$ cat src/rtl/pu_riscv_pkg.sv
`default_nettype none
// ============================================================================
// Module      : pu_riscv_pkg
// Description : Shared decode constants, state encoding and the M-extension
//               multiply decoder used by the execute-stage units.
// Revision    : 1.0 - initial release
// ============================================================================
package pu_riscv_pkg;

    localparam logic [4:0]  OPC_OP   = 5'b01100;
    localparam logic [4:0]  OPC_OP32 = 5'b01110;

    localparam logic [1:0]  RV32I    = 2'b01;

    // Key layout: {func7, func3, opcode[6:2]}
    localparam logic [14:0] MUL      = {7'b0000001, 3'b000, OPC_OP};
    localparam logic [14:0] MULH     = {7'b0000001, 3'b001, OPC_OP};
    localparam logic [14:0] MULHSU   = {7'b0000001, 3'b010, OPC_OP};
    localparam logic [14:0] MULHU    = {7'b0000001, 3'b011, OPC_OP};
    localparam logic [14:0] MULW     = {7'b0000001, 3'b000, OPC_OP32};

    typedef logic [1:0] state_t;
    localparam state_t ST_CHK = 2'b00;
    localparam state_t ST_MUL = 2'b01;
    localparam state_t ST_RES = 2'b10;

    typedef enum logic [2:0] {
        OP_NONE   = 3'd0,
        OP_MUL    = 3'd1,
        OP_MULH   = 3'd2,
        OP_MULHSU = 3'd3,
        OP_MULHU  = 3'd4,
        OP_MULW   = 3'd5
    } mul_op_t;

    // MULW does not exist in 32-bit mode, so it decodes to nothing there
    function automatic mul_op_t mul_decode(input logic xlen32, input logic [31:0] instr);
        logic [14:0] key;
        key = {instr[31:25], instr[14:12], instr[6:2]};
        case (key)
            MUL:     return OP_MUL;
            MULH:    return OP_MULH;
            MULHSU:  return OP_MULHSU;
            MULHU:   return OP_MULHU;
            MULW:    return xlen32 ? OP_NONE : OP_MULW;
            default: return OP_NONE;
        endcase
    endfunction

endpackage
`default_nettype wire

$ cat src/rtl/pu_riscv_mul.sv
`default_nettype none
// ============================================================================
// Module      : pu_riscv_mul
// Description : Bit-serial RV64M/RV32M multiplier (MUL/MULH/MULHSU/MULHU/MULW)
//               with a zero-operand shortcut and pipeline stall output.
// Revision    : 1.0 - initial release
// ============================================================================
module pu_riscv_mul
    import pu_riscv_pkg::*;
#(
    parameter int XLEN = 64,
    parameter int ILEN = 64
)(
    input  logic            clk,
    input  logic            rstn,
    input  logic            ex_stall,
    output logic            mul_stall,
    input  logic            id_bubble,
    input  logic [ILEN-1:0] id_instr,
    input  logic [XLEN-1:0] opA,
    input  logic [XLEN-1:0] opB,
    input  logic [1:0]      st_xlen,
    output logic            mul_bubble,
    output logic [XLEN-1:0] mul_r
);

    localparam int                  c_cnt_bits = $clog2(XLEN);
    localparam logic [c_cnt_bits-1:0] c_cnt_full = c_cnt_bits'(XLEN - 1);
    localparam logic [c_cnt_bits-1:0] c_cnt_word = c_cnt_bits'(31);

    function automatic logic [XLEN-1:0] sext32(input logic [31:0] x);
        return {{(XLEN-32){x[31]}}, x};
    endfunction

    function automatic logic [2*XLEN-1:0] twos(input logic [2*XLEN-1:0] x);
        return ~x + (2*XLEN)'(1);
    endfunction

    function automatic logic [XLEN-1:0] abs(input logic [XLEN-1:0] x);
        return x[XLEN-1] ? (~x + XLEN'(1)) : x;
    endfunction

    state_t                r_state;
    logic [c_cnt_bits-1:0] r_cnt;
    logic [XLEN-1:0]       r_acc;
    logic [XLEN-1:0]       r_mpl;
    logic [XLEN-1:0]       r_mcd;
    logic                  r_neg;
    logic [31:0]           r_mul_instr;

    logic                  w_xlen32;
    mul_op_t               w_op;
    mul_op_t               w_res_op;
    logic                  w_zero;
    logic [XLEN-1:0]       w_mcd;
    logic [XLEN-1:0]       w_mpl;
    logic                  w_neg;
    logic [XLEN:0]         w_sum;
    logic [2*XLEN-1:0]     w_prod;
    logic [2*XLEN-1:0]     w_q;
    logic [31:0]           w_word_lo;
    logic [XLEN-1:0]       w_result;
    logic                  w_unused_instr;

    assign w_xlen32       = (st_xlen == RV32I);
    assign w_op           = mul_decode(w_xlen32, id_instr[31:0]);
    assign w_res_op       = mul_decode(w_xlen32, r_mul_instr);
    assign w_unused_instr = ^id_instr;

    assign w_zero = (w_op == OP_MULW) ? ((opA[31:0] == 32'd0) || (opB[31:0] == 32'd0))
                                      : ((opA == '0) || (opB == '0));

    always_comb begin
        w_mcd = opA;
        w_mpl = opB;
        w_neg = 1'b0;
        case (w_op)
            OP_MUL, OP_MULH: begin
                w_mcd = abs(opA);
                w_mpl = abs(opB);
                w_neg = opA[XLEN-1] ^ opB[XLEN-1];
            end
            OP_MULHSU: begin
                w_mcd = abs(opA);
                w_neg = opA[XLEN-1];
            end
            OP_MULW: begin
                w_mcd = {{(XLEN-32){1'b0}}, opA[31:0]};
                w_mpl = {{(XLEN-32){1'b0}}, opB[31:0]};
            end
            default: ;
        endcase
    end

    assign w_sum  = {1'b0, r_acc} + {1'b0, (r_mpl[0] ? r_mcd : {XLEN{1'b0}})};
    assign w_prod = {r_acc, r_mpl};
    assign w_q    = r_neg ? twos(w_prod) : w_prod;

    // After only 32 shifts the word product still sits XLEN-32 bits up
    assign w_word_lo = w_prod[(XLEN-32) +: 32];

    always_comb begin
        w_result = '0;
        case (w_res_op)
            OP_MUL:                        w_result = w_q[XLEN-1:0];
            OP_MULH, OP_MULHSU, OP_MULHU:  w_result = w_q[2*XLEN-1:XLEN];
            OP_MULW:                       w_result = sext32(w_word_lo);
            default:                       w_result = '0;
        endcase
    end

    always_ff @(posedge clk) begin
        if (!ex_stall) r_mul_instr <= id_instr[31:0];
    end

    always_ff @(posedge clk or negedge rstn) begin
        if (!rstn) begin
            r_state    <= ST_CHK;
            mul_bubble <= 1'b1;
            mul_stall  <= 1'b0;
            mul_r      <= '0;
            r_cnt      <= '0;
            r_acc      <= '0;
            r_mpl      <= '0;
            r_mcd      <= '0;
            r_neg      <= 1'b0;
        end else begin
            mul_bubble <= 1'b1;
            case (r_state)
                ST_CHK: begin
                    if (!ex_stall && !id_bubble && (w_op != OP_NONE)) begin
                        if (w_zero) begin
                            mul_r      <= '0;
                            mul_bubble <= 1'b0;
                        end else begin
                            r_state   <= ST_MUL;
                            mul_stall <= 1'b1;
                            r_acc     <= '0;
                            r_mcd     <= w_mcd;
                            r_mpl     <= w_mpl;
                            r_neg     <= w_neg;
                            r_cnt     <= (w_op == OP_MULW) ? c_cnt_word : c_cnt_full;
                        end
                    end
                end
                ST_MUL: begin
                    {r_acc, r_mpl} <= {w_sum, r_mpl[XLEN-1:1]};
                    r_cnt          <= r_cnt - c_cnt_bits'(1);
                    if (r_cnt == '0) r_state <= ST_RES;
                end
                ST_RES: begin
                    r_state    <= ST_CHK;
                    mul_stall  <= 1'b0;
                    mul_bubble <= 1'b0;
                    mul_r      <= w_result;
                end
                default: r_state <= ST_CHK;
            endcase
        end
    end

endmodule
`default_nettype wire
$ cat config.mk
export PLATFORM = sky130hd
export DESIGN_NAME = pu_riscv_mul
export DESIGN_NICKNAME = d
export VERILOG_FILES = /design/src/rtl/pu_riscv_pkg.sv /design/src/rtl/pu_riscv_mul.sv
export SDC_FILE = /design/constraint.sdc
export NUM_CORES = 1
export LEC_CHECK = 0
export CORE_MARGIN = 2
export CORE_UTILIZATION = 30
export DETAILED_ROUTE_END_ITERATION = 8
export SYNTH_ARGS = -nofsm -noshare
export SYNTH_HDL_FRONTEND = slang
export SYNTH_SLANG_ARGS = --single-unit
$ cat constraint.sdc
create_clock -name clk -period 11 [get_ports clk]
set_clock_uncertainty 0.05 [all_clocks]
set_input_delay 2.75 -clock clk [delete_from_list [all_inputs] [get_ports clk]]
set_output_delay 2.75 -clock clk [all_outputs]
set_load 0.005 [all_outputs]
==> flow_metrics.env <==
export IMPL_outcome="completed"
export IMPL_setup_worst_path_end_class="flip-flop"
export IMPL_hold_viol=0
export IMPL_ys_flop_type="dfrtp_1"
export IMPL_period_minus_slack_ns=7.59
export IMPL_grt_pass1_vias=19800
export IMPL_synth_edff_count=15
export IMPL_overflow=0
export IMPL_tightestPinTransition_ns=1.18
export IMPL_core_area_um2=71100
export IMPL_post_dp_hpwl_um=59400
export IMPL_diodes=0
export IMPL_slew_headroom_pct=20.9
export IMPL_power_share_sequential_pct=43.6
export IMPL_drc_errors=0
export IMPL_setup_viol=0
export IMPL_h_tree_depth=2
export IMPL_ys_seq_area_share_pct=33.3
export IMPL_final_util_pct=35.9
export IMPL_cts_buffers=35
export IMPL_slowest_stage="nor2_1"
export IMPL_multi_input_comb_area_um2=13600
export IMPL_crit_path_max_fanout=92
export IMPL_final_nets=3028
export IMPL_regToRegSetupSlack_ns=6.29
export IMPL_ys_types=84
export IMPL_ys_warn_count=0
export IMPL_p_comb_share_pct=8.4
export IMPL_hold_buffers=0
export IMPL_wl_per_cell_um=21.0
export IMPL_clk_pin_slew_ns=0.06
export IMPL_drt_first_pass_iters=6
export IMPL_cts_root_buf="clkbuf_16"
export IMPL_synthArstFlopShare_pct=94.7
export IMPL_syn_area_per_cell_um2=8.09
export IMPL_dp_slack_ns=2.89
export IMPL_leakage_nw=10.3
export IMPL_die_area_um2=73600
export IMPL_slowest_delay_ns=0.82
export IMPL_routed_wl_um=78500
export IMPL_fillers=7514
export IMPL_power_density_nw_per_um2=97.3
export IMPL_pwr_share_clk_pct=48.0
export IMPL_tns_ns=0
export IMPL_synth_area_leaders="dfrtp_1 31%, o21ai_0 7.1%, nand2_1 6.6%, xor2_1 5.5%, xnor2_1 4.3%"
export IMPL_num_vias=20800
export IMPL_netlist_top_cell_by_area="dfrtp_1"
export IMPL_setup_slack_ns=3.41
export IMPL_cts_tree="done"
export IMPL_syn2layout_area_growth_pct=19.2
export IMPL_holdWs_ns=0.413
export IMPL_initial_core_util_pct=30.1
export IMPL_antenna_found_initial=1
export IMPL_synth_seq_cells=282
export IMPL_grt_start_max_net_pins=93
export IMPL_portBuffers=214
export IMPL_drive_gt1_share_pct=4.70
export IMPL_internal_power_w=0.00187
export IMPL_cap_violations=0
export IMPL_cts_buffer_depth=3
export IMPL_gp_congestion=0.924
export IMPL_worstPathArrival_ns=8.00
export IMPL_switchingPower_w=0.000619
export IMPL_fmax_ghz=0.132
export IMPL_io_pins=264
export IMPL_core_rowCount=98
export IMPL_grt_use_total_pct=20.6
export IMPL_max_vdd_ir_drop_mv=0.0890
export IMPL_rsz0062_at_grt="false"
export IMPL_seqCellArea_um2=7140
export IMPL_ctsResizeCount=0
export IMPL_synthCells=2650
export IMPL_cp_cell_sequence="clkdlybuf4s50_1 > inv_1 > ha_1 > or3b_2 > nor3_1 > nand3_1 > nor2_1 > a32oi_1 > nand2_1 > buf_4 > a21o_4 > buf_4 > nand2_1 > o21ai_0"
export IMPL_start_kind="input port"
export IMPL_drt_iter0_drc=1882
export IMPL_p_sw_share_pct=24.9
export IMPL_ant_nets=0
export IMPL_die_y_um=271
export IMPL_netlist_area_um2=21400
export IMPL_clock_latency_ns=0.56
export IMPL_worstSetupPathType="in2reg"
export IMPL_syn_nets=2918
export IMPL_grt_pass1_wl_um=119000
export IMPL_crit_required_ns=11.41
export IMPL_cts_setup_buffers=0
export IMPL_finalCritPeriodShare_pct=69.0
export IMPL_hp_class="reg2reg"
export IMPL_via_per_inst=5.57
export IMPL_maxSlewViolCount=0
export IMPL_clkSinkCount=282
export IMPL_die_w_um=271
export IMPL_synth_top_area_share_pct=31.0
-- per-stage QoR --
stage	power [W]	instance area [µm²]	instances
3_5_place_dp	0.00131	24400	3673
3_3_place_gp	0.00131	24400	3673
4_1_cts	0.00251	25500	3737
5_1_grt	0.00257	25500	3737
6_report	0.00249	25500	3737
2_1_floorplan	0.00118	21400	2650
-- cell families (layout without fill, tap and decap cells) --
kind of cell / count (synthesis) / count (layout) / share of synthesized area (%)
XOR/XNOR: 240 / 240 / 9.80
flip-flops: 282 / 282 / 33.3
multiplexers: 33 / 33 / 1.59
buffers and inverters: 209 / 346 / 3.72
AND/OR/NAND/NOR: 942 / 942 / 21.6
adder cells (fa/ha/maj): 70 / 70 / 4.12
AO/OA/AOI/OAI: 874 / 874 / 25.9
-- final cells by class --
class                           count  share of cell area, %
Sequential cell                   282                   27.9
Inverter                           44                  0.646
Timing Repair Buffer              238                   9.11
Clock inverter                     10                  0.451
Clock buffer                       54                   4.14
Multi-Input combinational cell   2159                   53.1
Tap cell                          950                   4.65
-- state kept, by name, indices dropped and copies added, names as in the netlist --
register,cells
mul_bubble,1
r_state,2
r_cnt,6
r_acc,64
mul_r,64
r_mpl,64
r_mul_instr,15
mul_stall,1
r_mcd,64
r_neg,1
-- critical path, delay by kind of cell --
family	cells	cell delay, ns
buffers and inverters	4	1.52
adders and majority gates	1	0.17
AOI/OAI and AO/OA	3	1.11
and+or+nand+nor	6	2.38
-- power groups by stage --
| stage | Combinational [W] | Sequential (W) | Clock (W) |
|---|---|---|---|
| after global placement | 0.000207 | 0.00110 | 0 |
| after floorplan | 0.0000892 | 0.00109 | 0 |
| after CTS | 0.000210 | 0.00108 | 0.00122 |
| after global routing | 0.000230 | 0.00109 | 0.00125 |
| final | 0.000208 | 0.00108 | 0.00119 |
| after detailed placement | 0.000208 | 0.00110 | 0 |
-- layout by cell type, fill, tap and decap left out, drive strengths merged, types with 30 or more instances in the layout --
cell type / count
nor2: 114
xnor2: 106
o31ai: 90
nor3: 97
nand3: 54
a22oi: 48
clkbuf: 54
clkdlybuf4s50: 213
and2: 76
inv: 46
ha: 69
or4: 40
o41ai: 40
dfrtp: 266
nand2: 378
a21o: 30
or3: 52
o21ai: 326
xor2: 134
a21oi: 157
-- layer usage --
layer	share of wire [%]	routed length, µm	GRT usage [%]
met1	43	33500	26.6
met2	47	36600	33.6
met3	7.5	5870	5.11
met4	3.2	2530	7.10
met5	0.017	13	0
-- final timing paths --
path / end / from / cells past startpoint
max: r_acc[10]$_DFFE_PN0P_ / opA[0] / 14
min: r_mcd[60]$_DFFE_PN0P_ / r_mcd[60]$_DFFE_PN0P_ / 2
max reg2reg: r_acc[55]$_DFFE_PN0P_ / r_mpl[0]$_DFFE_PN0P_ / 15
min reg2reg: r_mcd[60]$_DFFE_PN0P_ / r_mcd[60]$_DFFE_PN0P_ / 2
max in group asynchronous: r_neg$_DFFE_PN0P_ / rstn / 2
min in group asynchronous: r_mcd[48]$_DFFE_PN0P_ / rstn / 1
-- Yosys cell counts (25+ instances only) --
| library cell | number |
|---|---|
| or3_1 | 50 |
| nand4_1 | 28 |
| dfrtp_1 | 266 |
| o21ai_0 | 306 |
| nor2_1 | 114 |
| xnor2_1 | 106 |
| xor2_1 | 134 |
| or4_1 | 36 |
| a21o_1 | 30 |
| nand2_1 | 378 |
| and2_1 | 76 |
| nor3_1 | 97 |
| mux2i_1 | 25 |
| o221ai_1 | 27 |
| a21oi_1 | 157 |
| inv_1 | 43 |
| clkbuf_1 | 153 |
| a22oi_1 | 48 |
| ha_1 | 69 |
| o41ai_1 | 38 |
| o31ai_1 | 88 |
| nand3_1 | 54 |
(Power assumes the default switching activity.)
